==> config.mk <==
export PLATFORM = sky130hd
export DESIGN_NAME = logic_reduce_pipe
export DESIGN_NICKNAME = d
export VERILOG_FILES = /design/src/rtl/logic_reduce_pkg.sv /design/src/rtl/logic_reduce_core.sv /design/src/rtl/logic_reduce_pipe.sv
export SDC_FILE = /design/constraint.sdc
export NUM_CORES = 1
export LEC_CHECK = 0
export ABC_AREA = 0
export BUFFER_PORTS_ARGS = -buffer_cell sky130_fd_sc_hd__buf_2
export CAP_MARGIN = 20
export CORE_UTILIZATION = 40
export DETAILED_ROUTE_END_ITERATION = 10
export GPL_TIMING_DRIVEN = 1
export HOLD_SLACK_MARGIN = 0.12
export MAX_ROUTING_LAYER = met4
export PLACE_DENSITY_LB_ADDON = 0.1
export SETUP_SLACK_MARGIN = 0.02
export SYNTH_ARGS = -nofsm -noshare
export SYNTH_HDL_FRONTEND = slang
export SYNTH_SLANG_ARGS = --single-unit
export TNS_END_PERCENT = 10
==> constraint.sdc <==
create_clock -name clk -period 2.1 [get_ports clk]
set_input_delay 0 -clock clk [delete_from_list [all_inputs] [get_ports clk]]
set_output_delay 0 -clock clk [all_outputs]
set_load 0.01 [all_outputs]
==> src/rtl/logic_reduce_pkg.sv <==
// Shared types and constants for the logic_reduce_pipe block.
package logic_reduce_pkg;

    typedef enum logic [1:0] {
        OP_OR  = 2'd0,
        OP_AND = 2'd1,
        OP_XOR = 2'd2,
        OP_NOR = 2'd3
    } op_e;

    localparam int STATS_W = 16;

    // Increment that sticks at the all-ones value instead of wrapping.
    function automatic logic [STATS_W-1:0] sat_inc(input logic [STATS_W-1:0] v);
        if (v == {STATS_W{1'b1}}) begin
            return v;
        end else begin
            return v + {{(STATS_W-1){1'b0}}, 1'b1};
        end
    endfunction

endpackage

==> src/rtl/logic_reduce_core.sv <==
// Combinational bitwise reduction of NUM_IN channels of WIDTH bits under a selectable op.
module logic_reduce_core
    import logic_reduce_pkg::*;
#(
    parameter int WIDTH  = 3,
    parameter int NUM_IN = 3
) (
    input  logic [NUM_IN*WIDTH-1:0] data,
    input  op_e                     op,
    output logic [WIDTH-1:0]        result
);

    logic [WIDTH-1:0] or_s;
    logic [WIDTH-1:0] and_s;
    logic [WIDTH-1:0] xor_s;

    // Fold all channels together under each operator, then pick one.
    always_comb begin
        or_s  = '0;
        and_s = '1;
        xor_s = '0;
        for (int i = 0; i < NUM_IN; i++) begin
            or_s  = or_s  | data[i*WIDTH +: WIDTH];
            and_s = and_s & data[i*WIDTH +: WIDTH];
            xor_s = xor_s ^ data[i*WIDTH +: WIDTH];
        end
        case (op)
            OP_OR:   result = or_s;
            OP_AND:  result = and_s;
            OP_XOR:  result = xor_s;
            OP_NOR:  result = ~or_s;
            default: result = '0;
        endcase
    end

endmodule

==> src/rtl/logic_reduce_pipe.sv <==
// Two-stage valid/ready pipeline reducing NUM_IN channels bitwise.
// Define LOGIC_REDUCE_STATS_EN to add the saturating beat_count output.
module logic_reduce_pipe
    import logic_reduce_pkg::*;
#(
    parameter int WIDTH  = 3,
    parameter int NUM_IN = 3
) (
    input  logic                    clk,
    input  logic                    rst,
    input  logic [NUM_IN*WIDTH-1:0] in_data,
    input  logic [1:0]              in_op,
    input  logic                    in_valid,
    output logic                    in_ready,
    output logic [WIDTH-1:0]        out_data,
    output logic                    out_zero,
    output logic                    out_valid,
    input  logic                    out_ready
`ifdef LOGIC_REDUCE_STATS_EN
    ,
    output logic [STATS_W-1:0]      beat_count
`endif
);

    logic                    s1_valid_q, s1_valid_d;
    logic [NUM_IN*WIDTH-1:0] s1_data_q,  s1_data_d;
    op_e                     s1_op_q,    s1_op_d;
    logic                    s2_valid_q, s2_valid_d;
    logic [WIDTH-1:0]        s2_data_q,  s2_data_d;
    logic                    s2_zero_q,  s2_zero_d;
    logic                    s1_load_s;
    logic                    s2_load_s;
    logic [WIDTH-1:0]        core_result_s;

    logic_reduce_core #(
        .WIDTH  (WIDTH),
        .NUM_IN (NUM_IN)
    ) u_core (
        .data   (s1_data_q),
        .op     (s1_op_q),
        .result (core_result_s)
    );

    // Load enables and next-state for both stages; payloads hold unless a valid beat moves in.
    always_comb begin
        s2_load_s  = !s2_valid_q || out_ready;
        s1_load_s  = !s1_valid_q || s2_load_s;
        s1_valid_d = s1_valid_q;
        s1_data_d  = s1_data_q;
        s1_op_d    = s1_op_q;
        s2_valid_d = s2_valid_q;
        s2_data_d  = s2_data_q;
        s2_zero_d  = s2_zero_q;
        if (s1_load_s) begin
            s1_valid_d = in_valid;
            if (in_valid) begin
                s1_data_d = in_data;
                s1_op_d   = op_e'(in_op);
            end else begin
                s1_data_d = s1_data_q;
            end
        end else begin
            s1_valid_d = s1_valid_q;
        end
        if (s2_load_s) begin
            s2_valid_d = s1_valid_q;
            if (s1_valid_q) begin
                s2_data_d = core_result_s;
                s2_zero_d = (core_result_s == '0);
            end else begin
                s2_data_d = s2_data_q;
            end
        end else begin
            s2_valid_d = s2_valid_q;
        end
    end

    // Pipeline registers; reset leaves an empty pipe with a zero result on the outputs.
    always_ff @(posedge clk) begin
        if (rst) begin
            s1_valid_q <= 1'b0;
            s1_data_q  <= '0;
            s1_op_q    <= OP_OR;
            s2_valid_q <= 1'b0;
            s2_data_q  <= '0;
            s2_zero_q  <= 1'b1;
        end else begin
            s1_valid_q <= s1_valid_d;
            s1_data_q  <= s1_data_d;
            s1_op_q    <= s1_op_d;
            s2_valid_q <= s2_valid_d;
            s2_data_q  <= s2_data_d;
            s2_zero_q  <= s2_zero_d;
        end
    end

    assign in_ready  = s1_load_s;
    assign out_valid = s2_valid_q;
    assign out_data  = s2_data_q;
    assign out_zero  = s2_zero_q;

`ifdef LOGIC_REDUCE_STATS_EN
    logic [STATS_W-1:0] beat_count_q;

    // Count output handshakes, sticking at the maximum.
    always_ff @(posedge clk) begin
        if (rst) begin
            beat_count_q <= '0;
        end else if (s2_valid_q && out_ready) begin
            beat_count_q <= sat_inc(beat_count_q);
        end else begin
            beat_count_q <= beat_count_q;
        end
    end

    assign beat_count = beat_count_q;
`endif

endmodule

==> summary.txt, run 1 <==
Synth
  • Synthesized area per cell: 8.20 sq um
  • Mapped cell area: approximately 900 sq um
  • #FFs+latches synth: 17
  • Post-Synthesis Cells: 108
  • Netlist cell types: 23
  • Seq/Total Area, Yosys: 0.384
  • Synth Warn #: 0
  • Syn nets: 129

Finish
  • Fin cells: around 190
  • NumNets Final: around 190
  • Layout cells sized above 1: 0.188
  • Antenna diodes: 0
  • Most common cell after layout, fill and taps aside: dlygate4sd3_1
  • Post-Route Utilization: 0.708
  • Area growth from synthesis to layout: 61.6%
  • Most frequent cells in the layout: dlygate4sd3_1 (28), buf_2 (20), nand2_1 (16), dfxtp_1 (16), a21oi_1 (15)
  • Fillcell total: 163

Routing
  • Post-route ant nets: 0
  • WL final: between 2000 and 2500 microns
  • Wire per inst: 12.1 microns
  • DR vias/cell: 4.90
  • DR pass1 iterations: 4
  • DR DRC count: 0
  • 1st-iter DRT viols: 17
  • Vias: 941

Die
  • Site Rows: 16
  • Die area: 0.00241 sq mm
  • Number of I/O pins: 21
  • Initial Util: 0.438
  • Die X: around 50 microns
  • Core area: between 0.002 and 0.0025 sq mm
  • Die H: 49.1 microns

Outcome
  • Status: finished clean

Clocking
  • Inserted Clock Buffers: 3
  • CTS Buffer Depth: 2
  • Reg clk slew, reported paths: 0.10 ns
  • Worst-Skew Late Latency: 0.28 ns
  • Clock sink count: 17
  • CTS tree: built
  • H-tree levels: 1
  • CTS root buf: clkbuf_4

Timing
  • Worst slew margin: 0.697
  • Final setup margin: ~0.027 ns
  • Worst Hold Slack: 0.167 ns
  • Skew final: 0.00310 ns
  • Max-slew violation count: 0
  • RSZ-0062 raised after global routing: yes
  • Final setup TNS: 0 ns
  • Final setup viols: 0
  • Final min period: 2.07 ns
  • Fin. Hold Viols: 0
  • Worst Tran Pin Value: roughly 0.45 ns
  • Fin crit share: 0.987
  • Max Fclk: roughly 480 MHz

Setup path
  • Crit-path cells: dlygate4sd3_1 > buf_2 > nand3b_1 > buf_6 > nand3_1 > dlygate4sd3_1 > a21oi_2 > dlygate4sd3_1
  • Critical Path Start Type: primary input
  • Critical Path AT: 2.25 ns
  • CP max stage delay: 0.57 ns
  • Crit-path max FO: 14
  • CP max-delay cell: dlygate4sd3_1
  • Reg2Reg Depth: 6
  • Critical path endpoint category: flop
  • Critical Setup Path Class: in -> reg
  • Most numerous cell on the critical path: dlygate4sd3_1
  • CP required: between 2 and 2.5 ns
  • Worst reg2reg setup slack: 0.08 ns

Global route
  • GRT Total Usage: 0.216
  • Vias in the first global route: 927
  • Largest net degree at the start of global routing: 16
  • Total grt overflow: 0
  • First-pass GRT wire length: about 4000 microns
  • Initial antenna violation count: 0

Power
  • P_leak: 0.000722 uW
  • Switching part of the total: 0.262
  • P per Cell Area: around 490 mW/mm^2
  • Comb pwr share: 0.252
  • Clock network power share: 0.238
  • Internal Power: 523 uW
  • Net switching power: 186 uW
  • Max VDD drop: 0.000384 V
  • Power share of the sequential group: 0.510

Worst hold path
  • Hold path cells: 3
  • Hold Path Class: in -> reg

Placed design
  • Post-Place Worst Slack: 0.617 ns
  • I/O Buffers: 20
  • Gpl congestion: roughly 0.74
  • Placed insts: approximately 150
  • DP HPWL: 1200 microns

Job
  • Max cap viols: 0
-- per-stage QoR --
step           power (uW)  cell area (sq um)
3_3_place_gp          480               1000
2_1_floorplan         448                886
5_1_grt               759               1430
4_1_cts               702               1400
6_report              708               1430
3_5_place_dp          483               1000
-- worst paths after layout --
| kind | startpoint | to |
|---|---|---|
| max | out_ready | s1_data_q[5]$_SDFFE_PP0P_ |
| min | rst | out_zero$_SDFFE_PP1P_ |
| max reg2reg | s1_valid_q$_SDFFE_PP0N_ | s1_data_q[5]$_SDFFE_PP0P_ |
| min reg2reg | out_zero$_SDFFE_PP1P_ | out_zero$_SDFFE_PP1P_ |
-- power groups by stage --
stage	clock network, uW	registers [uW]	logic [uW]
after global placement	0	368	112
after detailed placement	0	369	114
after floorplan	0	366	82.1
after CTS	174	361	167
final	169	361	178
after global routing	198	366	195
-- cell families after synthesis --
logic type      after synthesis  share of synthesized area
mux                           3                     0.0395
buf+inv                      14                     0.0692
simple gates                 44                      0.247
flops                        17                      0.384
fa+ha+maj                     6                     0.0847
compound gates               24                      0.175
-- per-layer routing --
metal	global-route usage	up-vias	share of wire
met5	-	-	0
met4	0.0833	0	0.024
met3	0.0374	6	0.024
met2	0.372	21	0.55
met1	0.246	437	0.41
li1	-	477	-
-- state kept, by name (all words and copies together), names as in the netlist --
signal,flops
out_zero,1
s1_op_q,2
s1_valid_q,1
out_valid,1
s1_data_q,9
out_data,3
-- Yosys cell counts (all sizes together) --
cell type	instances	area (sq um)
o2111ai	1	15.0
buf	3	20.0
nand3	11	55.1
inv	9	33.8
mux2i	2	20.0
nand2b	4	25.0
nor2	6	22.5
o31ai	1	7.51
and2	1	6.26
o211a	3	30.0
ha	6	75.1
o221ai	2	17.5
a21oi	17	85.1
dfxtp	17	340
clkbuf	2	7.51
mux2	1	15.0
nand2	16	60.1
or2b	4	31.3
nand3b	2	18.8
-- timing repair --
| action | CTS | global route |
|---|---|---|
| endpoints found under the setup margin | 0 | 11 |
| resized for setup | 0 | 13 |
| hold endpoints to repair | 13 | 0 |
| buffers inserted | 0 | 0 |
| hold buffers | 37 | 0 |
-- final cells by class --
type / instances / area, sq um / share of cell area
multi-input cells: 77 / 492 / 0.344
well taps: 27 / 33.8 / 0.0236
clock buffers: 4 / 26.3 / 0.0184
flip-flops and latches: 17 / 342 / 0.239
repair buffers: 58 / 504 / 0.352
inverters: 9 / 33.8 / 0.0236
-- critical path, delay by kind of cell --
kind	cells	cell delay (ns)
AO/OA/AOI/OAI	1	0.06
buffers and inverters	5	1.95
AND/OR/NAND/NOR	2	0.24
No activity file was read; power rests on OpenSTA's default activity.
==> inputs of run 2 (changes only) <==
--- a/config.mk
+++ b/config.mk
@@ -10,10 +10,12 @@
 export CAP_MARGIN = 20
 export CORE_UTILIZATION = 40
 export DETAILED_ROUTE_END_ITERATION = 10
+export GPL_ROUTABILITY_DRIVEN = 0
 export GPL_TIMING_DRIVEN = 1
 export HOLD_SLACK_MARGIN = 0.12
 export MAX_ROUTING_LAYER = met4
 export PLACE_DENSITY_LB_ADDON = 0.1
+export REMOVE_ABC_BUFFERS = 1
 export SETUP_SLACK_MARGIN = 0.02
 export SYNTH_ARGS = -nofsm -noshare
 export SYNTH_HDL_FRONTEND = slang
==> run 2 against run 1 <==
  * Largest power group unchanged
  * Die area did not move
  * Worst hold slack got worse by 0.018 ns
  * Sequential cell count unchanged
  * Register-to-register slack gained 0.04 ns
  * Critical path depth stayed put
  * Combinational power about the same
==> summary.txt, run 2 (synthesis gave the netlist of run 1 again) <==
Outcome
  • Status: finished clean

Placed design
  • DP HPWL: about 1300 microns
  • Post-Place Cell Area: about 1000 sq um
  • I/O Buffers: 20
  • Post-Place Worst Slack: 0.578 ns

Timing
  • Final setup margin: 0.0661 ns
  • Max-slew violation count: 0
  • Final min period: 2.03 ns
  • Max Fclk: 492 MHz
  • RSZ-0062 raised after global routing: no
  • Final setup TNS: 0 ns
  • Fin. Hold Viols: 0
  • Worst slew margin: 0.716
  • Fin crit share: 0.969
  • Final setup viols: 0
  • Worst Tran Pin Value: around 0.43 ns
  • Skew final: about 0.0047 ns

Worst hold path
  • Hold path start: rst
  • Hold Path Class: in -> reg

Die
  • Initial Util: 0.438
  • Number of I/O pins: 21
  • Die H: 49.1 microns
  • Site Rows: 16
  • Die area: between 0.002 and 0.0025 sq mm
  • Die X: ~50 microns
  • Core area: slightly above 0.002 sq mm

Setup path
  • Most numerous cell on the critical path: dlygate4sd3_1
  • CP delay by family, top: buffers and inverters
  • Crit-path max FO: 14
  • CP max-delay cell: dlygate4sd3_1
  • Critical Path AT: 2.23 ns
  • Crit-path cells: dlygate4sd3_1 > buf_2 > nand3b_1 > buf_6 > nand3_1 > dlygate4sd3_1 > a21oi_1 > dlygate4sd3_1
  • CP required: about 2.3 ns
  • Critical Path Start Type: primary input
  • Buffers & Inverters on Critical Path: 5
  • Critical Setup Path Class: in -> reg
  • CP max stage delay: 0.56 ns
  • Critical path endpoint category: flop
  • Setup crit start: out_ready
  • RR Startpoint: s1_valid_q$_SDFFE_PP0N_

Clocking
  • H-tree levels: 1
  • CTS tree: built
  • Clock sink count: 17
  • Inserted Clock Buffers: 3
  • Worst-Skew Late Latency: approximately 0.3 ns
  • CTS root buf: clkbuf_4
  • Postcts setup bufs: 0
  • CTS Buffer Depth: 2
  • Reg clk slew, reported paths: 0.11 ns

Routing
  • WL final: about 2300 microns
  • 1st-iter DRT viols: 11
  • DR pass1 iterations: 4
  • Wire per inst: around 12 microns
  • Post-route ant nets: 0
  • Vias: roughly 920
  • DR DRC count: 0
  • DR vias/cell: 4.81

Finish
  • Most frequent cells in the layout: dlygate4sd3_1 (27), buf_2 (20), dfxtp_1 (17), nand2_1 (16), a21oi_1 (15)
  • Final instance area: around 0.0014 sq mm
  • Fillcell total: 179
  • Biggest register: s1_data_q
  • Most common cell after layout, fill and taps aside: dlygate4sd3_1
  • NumNets Final: 186
  • Antenna diodes: 0
  • Layout cells sized above 1: 0.183
  • Max FFs per register: 9
  • Area growth from synthesis to layout: 60.3%

Power
  • Max VDD drop: 0.000334 V
  • P_leak: 0.000734 uW
  • P per Cell Area: 509 mW/mm^2

Global route
  • Total grt overflow: 0
  • Initial antenna violation count: 0
  • M1 GR Usage: 0.212
  • Met3 Resource Use GR: 0.0312
  • First-pass GRT wire length: 3710 microns
  • GR peak layer: met2
  • Largest net degree at the start of global routing: 16
  • Met2 Use GR: 0.406
  • Vias in the first global route: 907
  • GRT Total Usage: 0.211

Job
  • Max cap viols: 0
==> run 2: through the flow <==
stage                     instances  power [uW]  hold slack [ns]  utilization
after floorplan                 103         441           0.0691            -
final                           191         723            0.148        0.702
after detailed placement        151         484            0.266        0.494
after global placement          151         480            0.259        0.494
after CTS                       192         715            0.126        0.691
after global routing            191         762            0.177        0.702
==> run 2: final cells by class <==
type	instances	area [sq um]	area share
inverters	9	33.8	0.0238
well taps	27	33.8	0.0238
repair buffers	57	494	0.348
flip-flops and latches	17	340	0.240
clock buffers	4	26.3	0.0185
multi-input cells	77	492	0.346
==> run 2: path summary, 6_finish.rpt <==
kind / end / slack [ns] / cells after the start
worst max register to register: s1_data_q[2]$_SDFFE_PP0P_ / 0.12 / 6
worst min-delay path: out_zero$_SDFFE_PP1P_ / 0.15 / 3
worst min register to register: out_zero$_SDFFE_PP1P_ / 0.49 / 2
worst max-delay path: s1_data_q[2]$_SDFFE_PP0P_ / 0.07 / 8
==> run 2: what timing repair did <==
action,4_1_cts,5_1_grt
hold endpoints to repair,13,0
endpoints found under the setup margin,0,11
hold buffers,37,0
resized for setup,0,12
==> run 2: worst reg2reg max path, stage by stage, from the launching register on <==
cell           delay [ns]
dfxtp_1              0.39
nand3b_1             0.11
buf_6                0.16
nand3_1              0.08
dlygate4sd3_1        0.54
a21oi_1              0.06
dlygate4sd3_1        0.56
==> run 2: routing by layer <==
layer	share of wire	wire [microns]	vias to the layer above
met4	0.012	27	0
met1	0.44	1030	421
li1	-	-	478
met2	0.52	1210	15
met3	0.021	49	5
met5	0	0	-
==> run 2: where the power goes <==
| part | total (uW) | switching, uW | leakage [uW] | internal [uW] |
|---|---|---|---|---|
| clock network | 185 | 111 | 0.0000150 | 74.0 |
| logic | 176 | 71.4 | 0.000579 | 105 |
| registers | 362 | 19.6 | 0.000140 | 343 |
| total | 723 | 202 | 0.000734 | 522 |
